===== src/rtl/sumres3_pkg.sv =====
// Shared types and widths for the sumres3 scheduler slice.
package sumres3_pkg;

  localparam int unsigned OP_W   = 4;
  localparam int unsigned RES_W  = 6;
  localparam int unsigned COUT_W = 2;

  typedef enum logic [1:0] {
    StIdle,
    StExec,
    StResp
  } sched_state_t;

endpackage


===== src/rtl/rr_arbiter.sv =====
// Combinational round-robin search: first set request at or above ptr, wrapping to 0.
module rr_arbiter #(
  parameter int unsigned N_REQ = 4,
  parameter int unsigned ID_W  = $clog2(N_REQ)
) (
  input  logic [N_REQ-1:0] req_i,
  input  logic [ID_W-1:0]  ptr_i,
  output logic [N_REQ-1:0] gnt_onehot_o,
  output logic [ID_W-1:0]  gnt_idx_o
);

  logic found;

  always_comb begin
    gnt_onehot_o = '0;
    gnt_idx_o    = '0;
    found        = 1'b0;
    // Upper half of the ring first, then the wrapped lower half.
    for (int i = 0; i < int'(N_REQ); i++) begin
      if (!found && req_i[i] && (i >= int'(ptr_i))) begin
        found           = 1'b1;
        gnt_onehot_o[i] = 1'b1;
        gnt_idx_o       = ID_W'(i);
      end
    end
    for (int i = 0; i < int'(N_REQ); i++) begin
      if (!found && req_i[i]) begin
        found           = 1'b1;
        gnt_onehot_o[i] = 1'b1;
        gnt_idx_o       = ID_W'(i);
      end
    end
  end

endmodule


===== src/rtl/sumres3.sv =====
// Three-operand add/subtract datapath: S1 = a +/- b, S2 = S1 +/- c, all mod 2^RES_W.
module sumres3
  import sumres3_pkg::*;
(
  input  logic [OP_W-1:0]   a_i,
  input  logic [OP_W-1:0]   b_i,
  input  logic [OP_W-1:0]   c_i,
  input  logic              sub_i,
  output logic [RES_W-1:0]  s1_o,
  output logic [RES_W-1:0]  s2_o,
  output logic [COUT_W-1:0] cout_o
);

  logic [RES_W-1:0] a_ext, b_ext, c_ext;

  always_comb begin
    a_ext  = {{(RES_W - OP_W){1'b0}}, a_i};
    b_ext  = {{(RES_W - OP_W){1'b0}}, b_i};
    c_ext  = {{(RES_W - OP_W){1'b0}}, c_i};
    s1_o   = sub_i ? (a_ext - b_ext) : (a_ext + b_ext);
    s2_o   = sub_i ? (s1_o - c_ext) : (s1_o + c_ext);
    cout_o = s2_o[RES_W-1 -: COUT_W];
  end

endmodule


===== src/rtl/sumres3_sched.sv =====
// Round-robin scheduler sharing one sumres3 datapath among N_REQ requesters.
module sumres3_sched
  import sumres3_pkg::*;
#(
  parameter int unsigned N_REQ = 4,
  parameter int unsigned ID_W  = $clog2(N_REQ)
) (
  input  logic                    clk,
  input  logic                    rst_n,
  input  logic [N_REQ-1:0]        req_valid,
  output logic [N_REQ-1:0]        req_ready,
  input  logic [OP_W*N_REQ-1:0]   req_a,
  input  logic [OP_W*N_REQ-1:0]   req_b,
  input  logic [OP_W*N_REQ-1:0]   req_c,
  input  logic [N_REQ-1:0]        req_sub,
  output logic                    rsp_valid,
  input  logic                    rsp_ready,
  output logic [ID_W-1:0]         rsp_id,
  output logic [RES_W-1:0]        rsp_s1,
  output logic [RES_W-1:0]        rsp_s2,
  output logic [COUT_W-1:0]       rsp_cout
);

  sched_state_t      state_q;
  logic [ID_W-1:0]   rr_ptr_q, rr_ptr_d;
  logic [ID_W-1:0]   gnt_q, gnt_idx;
  logic [N_REQ-1:0]  gnt_onehot;
  logic [OP_W-1:0]   a_q, b_q, c_q;
  logic [OP_W-1:0]   sel_a, sel_b, sel_c;
  logic              sub_q, sel_sub;
  logic [RES_W-1:0]  s1, s2;
  logic [COUT_W-1:0] cout;
  logic              rsp_valid_q;
  logic [ID_W-1:0]   rsp_id_q;
  logic [RES_W-1:0]  rsp_s1_q, rsp_s2_q;
  logic [COUT_W-1:0] rsp_cout_q;

  rr_arbiter #(
    .N_REQ (N_REQ),
    .ID_W  (ID_W)
  ) u_arb (
    .req_i        (req_valid),
    .ptr_i        (rr_ptr_q),
    .gnt_onehot_o (gnt_onehot),
    .gnt_idx_o    (gnt_idx)
  );

  sumres3 u_dp (
    .a_i    (a_q),
    .b_i    (b_q),
    .c_i    (c_q),
    .sub_i  (sub_q),
    .s1_o   (s1),
    .s2_o   (s2),
    .cout_o (cout)
  );

  always_comb begin
    sel_a   = req_a[int'(gnt_idx)*OP_W +: OP_W];
    sel_b   = req_b[int'(gnt_idx)*OP_W +: OP_W];
    sel_c   = req_c[int'(gnt_idx)*OP_W +: OP_W];
    sel_sub = req_sub[gnt_idx];
    if (gnt_q == ID_W'(N_REQ - 1)) begin
      rr_ptr_d = '0;
    end else begin
      rr_ptr_d = gnt_q + ID_W'(1);
    end
  end

  // Gated by rst_n so no accept is advertised while reset is held.
  assign req_ready = (rst_n && (state_q == StIdle)) ? gnt_onehot : '0;

  assign rsp_valid = rsp_valid_q;
  assign rsp_id    = rsp_id_q;
  assign rsp_s1    = rsp_s1_q;
  assign rsp_s2    = rsp_s2_q;
  assign rsp_cout  = rsp_cout_q;

  always_ff @(posedge clk or negedge rst_n) begin
    if (!rst_n) begin
      state_q     <= StIdle;
      rr_ptr_q    <= '0;
      gnt_q       <= '0;
      a_q         <= '0;
      b_q         <= '0;
      c_q         <= '0;
      sub_q       <= 1'b0;
      rsp_valid_q <= 1'b0;
      rsp_id_q    <= '0;
      rsp_s1_q    <= '0;
      rsp_s2_q    <= '0;
      rsp_cout_q  <= '0;
    end else begin
      unique case (state_q)
        StIdle: begin
          if (|req_valid) begin
            a_q     <= sel_a;
            b_q     <= sel_b;
            c_q     <= sel_c;
            sub_q   <= sel_sub;
            gnt_q   <= gnt_idx;
            state_q <= StExec;
          end
        end
        StExec: begin
          rsp_s1_q    <= s1;
          rsp_s2_q    <= s2;
          rsp_cout_q  <= cout;
          rsp_id_q    <= gnt_q;
          rsp_valid_q <= 1'b1;
          state_q     <= StResp;
        end
        StResp: begin
          if (rsp_ready) begin
            rsp_valid_q <= 1'b0;
            rr_ptr_q    <= rr_ptr_d;
            state_q     <= StIdle;
          end
        end
        default: state_q <= StIdle;
      endcase
    end
  end

endmodule

===== config.mk =====
export PLATFORM = sky130hd
export DESIGN_NAME = sumres3_sched
export DESIGN_NICKNAME = d
export VERILOG_FILES = /design/src/rtl/sumres3_pkg.sv /design/src/rtl/rr_arbiter.sv /design/src/rtl/sumres3.sv /design/src/rtl/sumres3_sched.sv
export SDC_FILE = /design/constraint.sdc
export NUM_CORES = 1
export LEC_CHECK = 0
export CORE_UTILIZATION = 45
export DETAILED_ROUTE_END_ITERATION = 10
export DONT_BUFFER_PORTS = 1
export PLACE_DENSITY_LB_ADDON = 0.15
export SETUP_SLACK_MARGIN = 0.1
export SLEW_MARGIN = 20
export SYNTH_ARGS = -nofsm -noshare
export SYNTH_HDL_FRONTEND = slang
export SYNTH_SLANG_ARGS = --single-unit

===== constraint.sdc =====
create_clock -name clk -period 3.1 [get_ports clk]
set_input_delay 0.62 -clock clk [delete_from_list [all_inputs] [get_ports clk]]
set_output_delay 0.62 -clock clk [all_outputs]
set_load 0.05 [all_outputs]

# Word-level counts from Yosys, hierarchy flattened
# Cells that the tools add are included.
# classes
n_addsub,5
magnitude_cmp,4
eq_ne,5
shifts,3
mux,32
n_reduce_logical,25
# op_table
op,n
$shiftx A16 B5 Y4,3
$mux W2,9
$mux W1,17
$mux W6,2
$logic_and A1 B1 Y1,11
$reduce_and A2 Y1,4
$logic_not A1 Y1,7
$add A6 B4 Y6,1
$pmux W2 S3,1
$sub A6 B4 Y6,1
$add A4 B4 Y5,1
$sub A4 B4 Y5,1
$eq A2 B2 Y1 const B,2
$ge A1 B2 Y1 const A,2
$mux W4,1
$reduce_or A4 Y1,1
$lt A2 B3 Y1 const B,1
$add A2 B1 Y2 const B,1
$bmux W1 S2,1
$eq A2 B1 Y1 const B,1
$ge A2 B2 Y1 const A,1
$logic_not A2 Y1,1
$ne A2 B1 Y1 const B,1
$ne A2 B2 Y1 const B,1
other kinds (2),2
# totals
reg_bits,36
input_bits,59
output_inout_bits,21
word_cells,86

# Logic depth before layout (Yosys ltp)
# depth
word_depth,28
mapped_depth,13
ltp_nobuf,13

# Cells and area by module
# From an unflattened synthesis, not the netlist that was laid out.
# unflattened
hier_cells,214
area_unflattened_um2,2596.2
# by_module_without_submodules
mod,instances,cells_per_inst,area_per_inst_um2,seq_area_each_um2
sumres3_sched,1,105,1789.2,900.9
sumres3,1,78,598.1,0.0
rr_arbiter,1,31,209.0,0.0

# Worst setup path after synthesis
# Ideal clock, no wire load.
# synth_timing
kind,register -> register
startpoint,register a_q[0]
endpoint,register rsp_s2_q[5] (netlist: rsp_s2[5])
setup_ns,0.082
arrival_time_ns,2.476
required_ns,3.018
path_slack_ns,0.542
stages_incl_launch_ff,14
n_path_buf,0
period_less_slack_ns,2.558
cell_sequence,dfrtp_1 -> inv_1 -> ha_1 -> inv_1 -> fa_1 -> nand2_1 -> o21ai_0 -> xnor2_1 -> ha_1 -> o21ai_0 -> a21oi_1 -> o21a_1 -> or3_1 -> a31oi_1
# synth_between
elab_chain_len,4
word_cells_on_any_way,6
cone_classes,add/sub (4); mux (2)
# synth_rtl
element,line,text
"start, declared",sumres3_sched.sv:28,"logic [OP_W-1:0] a_q, b_q, c_q;"
"start signal, assigned",sumres3_sched.sv:97,a_q <= sel_a;
$add A4 B4 Y5 / $sub A4 B4 Y5 (equally long branches),sumres3.sv:20,s1_o = sub_i ? (a_ext - b_ext) : (a_ext + b_ext);
$mux W6 *,sumres3.sv:20,
via s1[2],sumres3_sched.sv:31,"logic [RES_W-1:0] s1, s2;"
$add A6 B4 Y6 / $sub A6 B4 Y6 (equally long branches),sumres3.sv:21,s2_o = sub_i ? (s1_o - c_ext) : (s1_o + c_ext);
$mux W6 *,sumres3.sv:21,
"end signal, assigned",sumres3_sched.sv:91,rsp_s2_q <= '0;
"end signal, assigned",sumres3_sched.sv:107,rsp_s2_q <= s2;
"end, declared",sumres3_sched.sv:35,"logic [RES_W-1:0] rsp_s1_q, rsp_s2_q;"
# Mark *: on every way through the listed nets, which the timed path passes. The rest lies on a longest branch.
# A chain may end at the register's enable or synchronous reset.

# Worst setup path after layout
# Ends and elaborated chain as after synthesis.

==> results.sh <==
export IMPL_cts_max_level=2
export IMPL_cp_slowest_cell="dfrtp_1"
export IMPL_drive_above_1_share_pct=6.83
export IMPL_clock_sinks=34
export IMPL_clock_fmax_mhz=362
export IMPL_layout_common_cells="44 x nand2_1, 34 x dfrtp_1, 27 x mux2i_1"
export IMPL_cp_end_kind="flip-flop"
export IMPL_io_buffers=0
export IMPL_cap_violations=0
export IMPL_cts_reportedPaths_clkPinSlew_ps=70
export IMPL_drt_initial_drc_count=80
export IMPL_final_common_cell="nand2_1"
export IMPL_path_cells="inv_1, ha_1, inv_1, fa_1, nand2_1, o21ai_0, xnor2_1, ha_1, o21ai_0, a21oi_1, o21a_1, or3_1, a31oi_1"
export IMPL_synthArstFlopShare_pct=100
export IMPL_drc_errors=0
export IMPL_synthFlopType="dfrtp_1"
export IMPL_dieArea_mm2=0.00555
export IMPL_synth_top_cell_by_area="dfrtp_1"
export IMPL_fin_nets=325
export IMPL_cts_buffer_depth=2
export IMPL_wirelength_um=4720
export IMPL_multiInputGateArea_mm2=0.00134
export IMPL_cts_tree="yes"
export IMPL_ys_seq_area_share_pct=36.0
export IMPL_path_max_fanout=4
export IMPL_synth_top_area_share_pct=36.0
export IMPL_finClkSkew_ps=6.34
export IMPL_ant_nets=0
export IMPL_rsz0062_at_grt="no"
export IMPL_grt_max_degree=36
export IMPL_slew_headroom_pct=39.6
export IMPL_worstPathArrival_ps=2980
export IMPL_grt_ovfl_total=0
export IMPL_cts_buffers=5
export IMPL_status="finished, final reports clean"
export IMPL_rows=26
export IMPL_start_kind="flip-flop"
export IMPL_grt_pass1_wl_um=7730
export IMPL_antenna_found_initial=0
export IMPL_synth_warnings=0
export IMPL_hpwl_um=3480
export IMPL_finalSetupViolations=0
export IMPL_cp_slowest_stage_delay_ps=400
export IMPL_die_w_um=74.5
export IMPL_syn_to_final_growth_pct=4.66
export IMPL_ios=80
export IMPL_clk_latency_ps=290
export IMPL_syn_area_mm2=0.00236
export IMPL_firstDrtPassIters=4
export IMPL_synth_area_leaders="dfrtp_1 36%, mux2i_1 11%, ha_1 7.9%"
export IMPL_core_region_area_mm2=0.00507
export IMPL_grt_pass1_vias=1672
export IMPL_hp_class="in2async"
export IMPL_worstPathRequired_ps=3310
export IMPL_maxSlewViolCount=0
export IMPL_worstSetupPathType="reg2reg"
export IMPL_ys_types=44
export IMPL_fin_crit_sh_pct=89.2
export IMPL_track_usage_pct=18.7
export IMPL_synth_seq_cells=34
export IMPL_tightest_slew_ps=906
export IMPL_initial_core_util_pct=46.6
export IMPL_min_period_ps=2760
export IMPL_syn_avg_cell_area_um2=9.38
export IMPL_cts_resized=0
export IMPL_synth_edff_count=0
export IMPL_vias_per_cell=5.50
export IMPL_fillers=499
export IMPL_vias=1753
export IMPL_die_y_um=74.5
export IMPL_wl_per_cell_um=14.8
export IMPL_cts_root_buf="clkbuf_8"
export IMPL_hold_viol_final=0
export IMPL_antennaDiodeCount=0
export IMPL_syn_nets=329
export IMPL_register_area_um2=851
export IMPL_netlist_instances=252
export IMPL_fin_tns_setup_ps=0
export IMPL_gp_congestion=0.887
-- Yosys cell counts, types with 2 or more instances --
cell	instances
buf_2	3
nand2_1	44
nor2b_1	3
mux2_2	3
nor2_1	7
fa_1	3
nand2b_1	4
buf_4	3
xor2_1	2
a21oi_1	10
dfrtp_1	34
o221ai_1	13
o31ai_1	2
o22ai_1	2
or3_1	2
nor3b_1	2
mux2i_1	27
xnor2_1	4
a21o_1	4
buf_6	5
nor4_1	2
inv_1	16
o21ai_0	18
ha_1	15
clkbuf_1	5
-- worst max-delay path, delay by kind of cell (launching register included) --
family / cells / cell delay [ps]
AOI/OAI and AO/OA: 5 / 680
xor gates and xnor gates: 1 / 250
adders and majority gates: 3 / 840
buffers and inverters: 2 / 110
DFF: 1 / 400
and+or+nand+nor: 2 / 420
-- worst paths after layout --
check	startpoint	endpoint	slack [ps]	cells past startpoint
max in group asynchronous	rst_n	rr_ptr_q[0]$_DFFE_PN0P_	2040	1
hold reg to reg	gnt_q[0]$_DFFE_PN0P_	rr_ptr_q[0]$_DFFE_PN0P_	520	1
setup / recovery	a_q[0]$_DFFE_PN0P_	rsp_s2[5]$_DFFE_PN0P_	340	13
min in group clk	rsp_ready	state_q[1]$_DFFE_PN0P_	440	1
hold / removal	rst_n	a_q[0]$_DFFE_PN0P_	20	0
setup reg to reg	a_q[0]$_DFFE_PN0P_	rsp_s2[5]$_DFFE_PN0P_	340	13
-- area by class of cell --
type | count | share of cell area (%)
multi-input combinational | 186 | 54.2
sequential | 34 | 34.4
tap | 70 | 3.54
clock buffer | 6 | 3.34
inverter | 16 | 2.43
timing repair buffer | 5 | 1.62
clock inverter | 2 | 0.506
-- per-stage QoR --
step                      hold slack [ps]  cells  setup slack (ps)  util [%]  area (um2)
final                                19.0    319               335      48.8        2470
after global routing                 1.51    319               106      48.8        2470
after CTS                            5.15    317               307      48.4        2460
after detailed placement              325    309               326      46.5        2360
after global placement                325    309               391      46.5        2360
after floorplan                       324    252               542         -        2360
-- routing by layer --
layer	track usage, %	wire length, um	vias to the layer above
met5	0	0	-
met4	8.18	76	0
met3	4.34	241	7
met2	27.1	1970	58
met1	26.5	2420	805
li1	-	-	883
-- kinds of logic after synthesis --
| logic type | share of synthesized area [%] |
|---|---|
| compound gates | 17.8 |
| xor+xnor | 2.22 |
| fa+ha+maj | 10.5 |
| buf+inv | 7.30 |
| flops | 36.0 |
| mux | 12.9 |
| simple gates | 13.3 |
-- flip-flops by register name (all words and copies together) (netlist names) --
signal and count:
rsp_id 2, rsp_s1 6, gnt_q 2, state_q 2, c_q 4, rsp_s2 6, sub_q 1, a_q 4
b_q 4, rsp_valid 1, rr_ptr_q 2
-- timing repair --
item,4_1_cts,5_1_grt
buffers inserted,0,1
hold buffers,0,1
hold endpoints to repair,0,11
endpoints found under the setup margin,0,1
Power is left out: the tool's default activity adds up to more than one toggle a clock period on the data nets, which glitch-free logic cannot reach.
